$ cat config.mk
export PLATFORM = sky130hd
export DESIGN_NAME = uart_rx
export DESIGN_NICKNAME = d
export VERILOG_FILES = /design/src/rtl/uart_pkg.sv /design/src/rtl/uart_rx_sync.sv /design/src/rtl/uart_rx.sv
export SDC_FILE = /design/constraint.sdc
export NUM_CORES = 1
export LEC_CHECK = 0
export CORE_MARGIN = 3
export CORE_UTILIZATION = 59
export CTS_CLUSTER_DIAMETER = 100
export CTS_CLUSTER_SIZE = 28
export DETAILED_ROUTE_END_ITERATION = 10
export HOLD_SLACK_MARGIN = 0.1
export PLACE_DENSITY = 0.81
export SLEW_MARGIN = 20
export SYNTH_ARGS = -nofsm -noshare
export SYNTH_HDL_FRONTEND = slang
export SYNTH_HIERARCHICAL = 1
export SYNTH_SLANG_ARGS = --single-unit
$ cat constraint.sdc
create_clock -name clk -period 6.1 [get_ports clk]
set_clock_uncertainty 0.2 [all_clocks]
set_input_delay 0.61 -clock clk [delete_from_list [all_inputs] [get_ports clk]]
set_output_delay 0.61 -clock clk [all_outputs]
set_load 0.1 [all_outputs]
$ cat src/rtl/uart_pkg.sv
// Definitions shared by the UART transmitter and receiver: receive FSM states,
// oversampling ratios and word-length codes.
package uart_pkg;

   typedef enum logic [2:0] {
      IDLE,
      START,
      DATA,
      PARITY,
      STOP
   } rx_state_t;

   localparam int unsigned OSR16 = 16;
   localparam int unsigned OSR13 = 13;
   localparam int unsigned MID16 = 8;
   localparam int unsigned MID13 = 6;

   localparam logic [1:0] WLS_5 = 2'b00;
   localparam logic [1:0] WLS_6 = 2'b01;
   localparam logic [1:0] WLS_7 = 2'b10;
   localparam logic [1:0] WLS_8 = 2'b11;

   function automatic logic [2:0] last_bit_idx(input logic [1:0] wls);
      last_bit_idx = 3'd7;
      unique case (wls)
         WLS_5: last_bit_idx = 3'd4;
         WLS_6: last_bit_idx = 3'd5;
         WLS_7: last_bit_idx = 3'd6;
         WLS_8: last_bit_idx = 3'd7;
      endcase
   endfunction

   function automatic logic [3:0] osr_m1(input logic osm_sel);
      return osm_sel ? 4'(OSR13 - 1) : 4'(OSR16 - 1);
   endfunction

   function automatic logic [3:0] mid_m1(input logic osm_sel);
      return osm_sel ? 4'(MID13 - 1) : 4'(MID16 - 1);
   endfunction

endpackage

$ cat src/rtl/uart_rx_sync.sv
// Multi-stage synchroniser for the asynchronous serial input; resets to the
// idle (high) line level so no false start is seen after reset.
module uart_rx_sync #(
   parameter int unsigned SYNC_STAGES = 2
) (
   input  logic clk_i,
   input  logic rst_i,
   input  logic rx_i,
   output logic rxs_o
);

   logic [SYNC_STAGES-1:0] sync_q;

   always_ff @(posedge clk_i) begin
      if (rst_i) begin
         sync_q <= '1;
      end else begin
         sync_q <= {sync_q[SYNC_STAGES-2:0], rx_i};
      end
   end

   assign rxs_o = sync_q[SYNC_STAGES-1];

endmodule

$ cat src/rtl/uart_rx.sv
// UART receiver: oversampled start detection, start/data/parity/stop deframing
// and a single-cycle write strobe into the RX FIFO.
module uart_rx
   import uart_pkg::*;
#(
   parameter int unsigned SYNC_STAGES = 2
) (
   input  logic       clk,
   input  logic       rst,
   input  logic       baud_clk,
   input  logic       BGE,
   input  logic       OSM_SEL,
   input  logic       PEN,
   input  logic       EPS,
   input  logic       STB,
   input  logic [1:0] WLS,
   input  logic       UART_RX_I,
   input  logic       rx_full_status,
   output logic [7:0] rx_data,
   output logic       rx_valid,
   output logic       parity_err,
   output logic       frame_err,
   output logic       break_int,
   output logic       overrun_err
);

   logic       rxs;
   rx_state_t  state_q, state_d;
   logic [3:0] cnt_q, cnt_d;
   logic [2:0] bit_q, bit_d;
   logic [7:0] shreg_q, shreg_d;
   logic       par_q, par_d;
   logic [3:0] osr_m1_q, osr_m1_d;
   logic [3:0] mid_m1_q, mid_m1_d;
   logic [2:0] last_q, last_d;
   logic       pen_q, pen_d;
   logic       eps_q, eps_d;

   logic [7:0] rx_data_q, rx_data_d;
   logic       rx_valid_q, rx_valid_d;
   logic       parity_err_q, parity_err_d;
   logic       frame_err_q, frame_err_d;
   logic       break_q, break_d;
   logic       overrun_q, overrun_d;

   logic       stop_sample;
   logic       unused_stb;

   // The second stop bit is ordinary idle line to the receiver.
   assign unused_stb = STB;

   uart_rx_sync #(
      .SYNC_STAGES(SYNC_STAGES)
   ) u_sync (
      .clk_i(clk),
      .rst_i(rst),
      .rx_i (UART_RX_I),
      .rxs_o(rxs)
   );

   always_ff @(posedge clk) begin
      if (rst) begin
         state_q      <= IDLE;
         cnt_q        <= '0;
         bit_q        <= '0;
         shreg_q      <= '0;
         par_q        <= 1'b0;
         osr_m1_q     <= '0;
         mid_m1_q     <= '0;
         last_q       <= '0;
         pen_q        <= 1'b0;
         eps_q        <= 1'b0;
         rx_data_q    <= '0;
         rx_valid_q   <= 1'b0;
         parity_err_q <= 1'b0;
         frame_err_q  <= 1'b0;
         break_q      <= 1'b0;
         overrun_q    <= 1'b0;
      end else begin
         state_q      <= state_d;
         cnt_q        <= cnt_d;
         bit_q        <= bit_d;
         shreg_q      <= shreg_d;
         par_q        <= par_d;
         osr_m1_q     <= osr_m1_d;
         mid_m1_q     <= mid_m1_d;
         last_q       <= last_d;
         pen_q        <= pen_d;
         eps_q        <= eps_d;
         rx_data_q    <= rx_data_d;
         rx_valid_q   <= rx_valid_d;
         parity_err_q <= parity_err_d;
         frame_err_q  <= frame_err_d;
         break_q      <= break_d;
         overrun_q    <= overrun_d;
      end
   end

   // Line control is captured at start detection and held for the whole frame.
   always_comb begin
      state_d  = state_q;
      cnt_d    = cnt_q;
      bit_d    = bit_q;
      shreg_d  = shreg_q;
      par_d    = par_q;
      osr_m1_d = osr_m1_q;
      mid_m1_d = mid_m1_q;
      last_d   = last_q;
      pen_d    = pen_q;
      eps_d    = eps_q;
      if (!BGE) begin
         state_d = IDLE;
      end else if (baud_clk) begin
         unique case (state_q)
            IDLE: begin
               if (!rxs) begin
                  state_d  = START;
                  cnt_d    = '0;
                  bit_d    = '0;
                  shreg_d  = '0;
                  par_d    = 1'b0;
                  osr_m1_d = osr_m1(OSM_SEL);
                  mid_m1_d = mid_m1(OSM_SEL);
                  last_d   = last_bit_idx(WLS);
                  pen_d    = PEN;
                  eps_d    = EPS;
               end
            end
            START: begin
               if (cnt_q == mid_m1_q) begin
                  cnt_d   = '0;
                  state_d = rxs ? IDLE : DATA;
               end else begin
                  cnt_d = cnt_q + 4'd1;
               end
            end
            DATA: begin
               if (cnt_q == osr_m1_q) begin
                  cnt_d          = '0;
                  shreg_d[bit_q] = rxs;
                  if (bit_q == last_q) begin
                     state_d = pen_q ? PARITY : STOP;
                  end else begin
                     bit_d = bit_q + 3'd1;
                  end
               end else begin
                  cnt_d = cnt_q + 4'd1;
               end
            end
            PARITY: begin
               if (cnt_q == osr_m1_q) begin
                  cnt_d   = '0;
                  par_d   = rxs;
                  state_d = STOP;
               end else begin
                  cnt_d = cnt_q + 4'd1;
               end
            end
            STOP: begin
               if (cnt_q == osr_m1_q) begin
                  cnt_d   = '0;
                  state_d = IDLE;
               end else begin
                  cnt_d = cnt_q + 4'd1;
               end
            end
            default: state_d = IDLE;
         endcase
      end
   end

   assign stop_sample = BGE && baud_clk && (state_q == STOP) && (cnt_q == osr_m1_q);

   always_comb begin
      rx_data_d    = rx_data_q;
      rx_valid_d   = 1'b0;
      parity_err_d = parity_err_q;
      frame_err_d  = frame_err_q;
      break_d      = break_q;
      overrun_d    = 1'b0;
      if (stop_sample) begin
         if (!rx_full_status) begin
            rx_valid_d   = 1'b1;
            rx_data_d    = shreg_q;
            parity_err_d = pen_q && ((^{shreg_q, par_q}) == eps_q);
            frame_err_d  = ~rxs;
            break_d      = (shreg_q == '0) && !par_q && !rxs;
         end else begin
            overrun_d = 1'b1;
         end
      end
   end

   assign rx_data     = rx_data_q;
   assign rx_valid    = rx_valid_q;
   assign parity_err  = parity_err_q;
   assign frame_err   = frame_err_q;
   assign break_int   = break_q;
   assign overrun_err = overrun_q;

endmodule

* Yosys cells after proc, flatten, opt, wreduce, memory -nomap -nowiden
Index checks and enable logic that the tools add are counted.
** Word-level totals
- Register bits after elaboration :: 47
- Input bits :: 12
- Output and inout port bits :: 13
** Operators by class
- Add/sub/neg operators :: 2
- Magnitude comparators :: 2
- Eq/ne operators :: 18
- Multiplexer cells :: 31
- Bitwise logic cells :: 4
- Reductions and logical operators :: 26
** Operator list (count)
- 3-bit two-way mux :: 10
- 8-bit two-way mux :: 2
- 8-bit one-hot mux with 2 select lines :: 1
- 3-bit one-hot mux with 5 select lines :: 1
- 2-bit != test (second input constant) :: 7
- 4-bit two-way mux :: 3
- 3-bit one-hot mux with 4 select lines :: 1
- 4-bit one-hot mux with 3 select lines :: 1
- 5-bit AND reduction :: 2
- 9-bit XOR reduction :: 1
- 8-bit bitwise mux :: 1
- 4-bit equality test :: 2
- 8-bit logical NOT :: 1
- 4-bit AND reduction :: 2
- 1-bit logical AND :: 7
- 7-bit AND reduction :: 1
- 3-bit by 2-bit equality test with 1-bit output (second input constant) :: 2
- 2-bit two-way mux :: 3
- 3-bit one-hot mux with 2 select lines :: 1
- 6-bit AND reduction :: 1
- 1-bit two-way mux :: 5
- 4-bit by 1-bit adder with 4-bit output (second input constant) :: 1
- 2-bit equality test (second input constant) :: 2
- 3-bit by 4-bit less-than comparator with 1-bit output (second input constant) :: 1
- other kinds (18) :: 24

* Longest topological paths before layout
- Word-level depth :: 7
- Gate-level depth with buffers :: 7
- Gate-level depth less buffers :: 5

* Modules after synthesis
The synthesis kept the hierarchy.
** By module, submodules not included
- uart_rx :: instances 1, cells an instance 219, area an instance 1936.9 µm², sequential area each 760.7 µm²
- uart_rx_sync :: instances 1, cells an instance 4, area an instance 52.6 µm², sequential area each 40.0 µm²

* Least setup slack after synthesis
No wires, ideal clock.
- Path kind :: input -> register
- Start :: input port BGE
- End :: register shreg_q[2]
- Setup time :: 130 ps
- Arrival :: 1873 ps
- Data required time :: 5770 ps
- Slack :: 3897 ps
- Cell stages on the path :: 7
- Cells stage by stage :: nand2_1 > or4b_1 > buf_2 > nor2b_1 > buf_2 > nand2_2 > mux2i_1
** On the way
- Cells in the longest elaborated chain, start to end :: 1
** Ends and longest elaborated chain
- start, declared :: RTL line uart_rx.sv:11 : input logic BGE,
- 5-bit AND reduction (no line)
- end signal, assigned :: RTL line uart_rx.sv:83 : shreg_q <= shreg_d;
- end, declared :: RTL line uart_rx.sv:31 : logic [7:0] shreg_q, shreg_d;
No other way between the ends.
A chain may end at the register's enable or synchronous reset.

* Final worst setup path
- Start :: input port baud_clk
- End :: register shreg_q[7]
** On the way
- Cells in the longest elaborated chain, start to end :: 1
** Ends and longest elaborated chain
- start, declared :: RTL line uart_rx.sv:10 : input logic baud_clk,
- 5-bit AND reduction (no line)
No other way between the ends.

==> impl.org <==
** STA
- Setup repair after global routing left no endpoint under its margin.
- Worst slew pin tran :: 978 ps
- Setup slack closes at 3310 ps.
- Setup Total Neg Slack :: 0 ps
- Final hold violation count :: 0
- In the finished design, the share of the clock period the worst path needs comes to 45.7%.
- The routed design could run at a clock period as short as 2790 ps.
- Final setup fails :: 0
- The max-slew violation count was 0.
- Slew HR :: 34.6%
- Worst Hold Margin :: 235 ps
- Highest clock frequency the design can meet :: about 0.36 GHz

** Logic synthesis
- The Yosys step of the flow raised 6 warnings.
- Sequential cells were found to cover 40.3% of the synthesized design area.
- Summing every instance area after synthesis gives ~2000 um2.
- Summing the areas of all compound-gate instances in the mapped netlist gives 12.1% of the synthesized area.
- Main combinational cell family by area after synthesis :: simple AND/OR/NAND/NOR gates
- Summing the areas of all xor and xnor instances in the mapped netlist gives 5.97% of the synthesized area.
- Number of distinct library cells after synthesis :: 47
- Synthesis handed over a netlist of ~220 instances.
- Post-synth EDFFs :: 0
- A synthesized cell averages 8.92 um2.
- Number of nets produced by synthesis :: 237
- Number of synthesized register bits :: 40
- Multiplexer cells account for 10.6% of the synthesized area.
- Top flip-flop cell by instance count after synthesis :: dfxtp_1
- Summing the areas of all fa, ha and maj instances in the mapped netlist gives roughly 1.3% of the synthesized area.
- Post-synthesis simple-gate area fraction :: between 20% and 30%
- Of all flip-flops after synthesis, the portion carrying an async set or reset was 0%.

** Die
- Overall die area :: between 4000 and 5000 um2
- 25 I/O pins were placed.
- Initial core utilization :: 63.6%
- Core Footprint :: 3130 um2
- The die is 64.1 um wide.
- From bottom edge to top edge, the die measures about 64 um.
- Row generation in the floorplan step produced 20 rows.

** Route
- After detailed routing, the number of vias per cell comes to 5.90.
- Detailed Routing Iterations Pass 1 :: 4
- DRT Wirelength :: between 4000 and 5000 um
- Mean routed wirelength per cell :: 15.2 um
- In the routed design, unresolved DRC markers number 0.
- The detailed router placed about 1,700 vias in this run.
- For this block, the initial DRC count from the detailed router was roughly 120.
- The count of nets left with antenna violations once routing finished came out at 0.

** Outcome
- The flow ran to the end, and the final reports show no timing, DRC or antenna violations.

** Worst setup path
- STA classifies the critical path startpoint as an input port.
- Critical path capture point type :: flip-flop
- Path type of the worst setup path :: input port to flip-flop
- Worst EP arrival :: between 2000 and 3000 ps
- Critical Path RT :: 6170 ps
- Along the worst path, the maximum fanout reaches 11.

** Layout
- The area growth from synthesis to layout is 14.3%.
- The post-route netlist has about 6.2% of its cells at a drive strength greater than 1.
- Number of inserted diodes :: 0
- Final net count :: 256
- Filler Cells Inserted :: between 200 and 300

** Placement
- The HPWL after detailed placement is 3050 um.
- Number of port buffers :: 23
- Placer congestion estimate :: 1.04
- Post-placement setup slack :: 2980 ps

** Pwr
- PwrDens :: 185 nW/um2
- Across the VDD grid, the largest voltage drop is 0.000125 V.
- Leakage power figure :: around 0.85 nW
- Overall power consumption :: 0.420 mW

** GRT
- Pin count of the biggest net entering global routing :: 30
- Overall track demand over capacity in global routing :: 22.7%
- Global routing finished with a remaining overflow of 0.
- The number of antenna violations at the first check in global routing was 0.
- The number of global-route vias before repair was 1,583.
- The first global-routing pass estimated ~7400 um of wire.

** Clocking
- Clock buffer depth :: 2
- Insertion delay to the later sink of the worst-skew pair :: 360 ps
- CTS tree :: built
- Clock tree synthesis selected as its root buffer the cell clkbuf_4.
- Post-CTS Setup Bufs :: 0
- Number of levels the H-tree was split into :: 2
- The clock net in this run drives a total of 40 sinks.
- Buffers inserted during clock tree synthesis total 5.
- In this run, post-CTS repair resized a total of 0 instances.
- After clock tree synthesis, the flow added hold-fix buffers numbering 0.
- Clock-pin transition on the worst setup and hold timing paths :: 120 ps

** Hold path
- Hold WC Path Type :: flip-flop to flip-flop

** Run
- Maximum Capacitance Violations :: 0
## final timing paths
check / cells past startpoint / slack [ps] / end / startpoint
min: 1 / 240 / u_sync/sync_q[1] / u_sync/sync_q[0]
max reg2reg: 5 / 3560 / shreg_q[7] / state_q[0]
min reg2reg: 1 / 240 / u_sync/sync_q[1] / u_sync/sync_q[0]
max: 6 / 3310 / shreg_q[7] / baud_clk
## layout by cell type (no fill, tap or decap), types with 2 or more instances in the layout
cell | netlist | layout
ha_1 | 2 | 2
or4b_1 | 2 | 2
clkbuf_4 | 0 | 5
dfxtp_1 | 40 | 40
nor2_1 | 23 | 23
nand2_1 | 18 | 18
a21oi_1 | 16 | 16
nor2b_1 | 5 | 5
nand3_1 | 6 | 6
nand4_1 | 2 | 2
nand3b_1 | 5 | 5
mux2i_1 | 21 | 21
nand2b_1 | 4 | 4
xnor2_1 | 6 | 6
o31ai_1 | 3 | 3
nor3b_1 | 2 | 2
a21o_1 | 2 | 2
nor3_1 | 6 | 6
or2_1 | 2 | 2
nor4b_1 | 2 | 2
xor2_1 | 5 | 5
inv_1 | 6 | 6
o21ai_0 | 4 | 4
clkdlybuf4s50_1 | 0 | 23
nand4b_1 | 2 | 2
and3_1 | 3 | 3
o22ai_1 | 3 | 3
nor4_1 | 3 | 3
## cell type report
type	instances	area, um2	area share, %
Timing Repair Buffer	24	238	10.5
Clock inverter	2	12.5	0.550
Clock buffer	5	37.5	1.65
Sequential cell	40	801	35.2
Multi-Input combinational cell	165	1110	48.7
Tap cell	44	55.1	2.42
Inverter	6	22.5	0.991
## per-layer routing
| layer | vias up | global-route usage [%] | wire length, um |
|---|---|---|---|
| met3 | 6 | 5.80 | 197 |
| li1 | 827 | - | - |
| met5 | - | 0 | 0 |
| met4 | 0 | 6.20 | 45 |
| met1 | 802 | 30.4 | 2050 |
| met2 | 53 | 36.1 | 2040 |
## where the power goes
group          switching (mW)  total, mW  internal [mW]
sequential            0.00206      0.265          0.263
combinational          0.0137     0.0252         0.0114
clock                  0.0880      0.130         0.0421
## through the flow
stage	instances	utilization [%]	area (um2)
global placement	279	71.1	2220
detailed placement	279	71.1	2220
finish	286	72.7	2270
global route	286	72.7	2270
CTS	286	72.7	2270
floorplan	223	-	1990
## state kept, by name, indices dropped and copies added (netlist names)
signal	count
mid_m1_q	1
osr_m1_q	1
overrun_err	1
parity_err	1
state_q	3
u_sync/sync_q	2
shreg_q	8
frame_err	1
bit_q	3
rx_data	8
cnt_q	4
pen_q	1
last_q	2
par_q	1
eps_q	1
break_int	1
rx_valid	1
## cell usage after synthesis (all sizes together) (5+ instances only)
cell	instances	area, um2
nor2	23	86.3
nand3	6	30.0
inv	6	22.5
nand3b	5	37.5
buf	6	36.3
a21oi	16	80.1
xnor2	6	52.6
nor2b	5	31.3
nor3	6	30.0
xor2	5	43.8
nand2	19	73.8
clkbuf	6	22.5
dfxtp	40	801
mux2i	21	210
## cells by family (layout without fill, tap and decap cells)
logic type	Yosys count	after routing
AND/OR/NAND/NOR	93	93
flip-flops	40	40
AO/OA/AOI/OAI	37	37
multiplexers	21	21
buffers and inverters	18	37
XOR/XNOR	12	12
adder cells (fa/ha/maj)	2	2
## worst max-delay path: stages
cell             delay (ps)
clkdlybuf4s50_1         470
nand2_1                 260
or4b_1                  410
nor2b_1                 680
nand2_2                 230
mux2i_1                 200
Note: power is estimated with default switching activity, not from simulation.
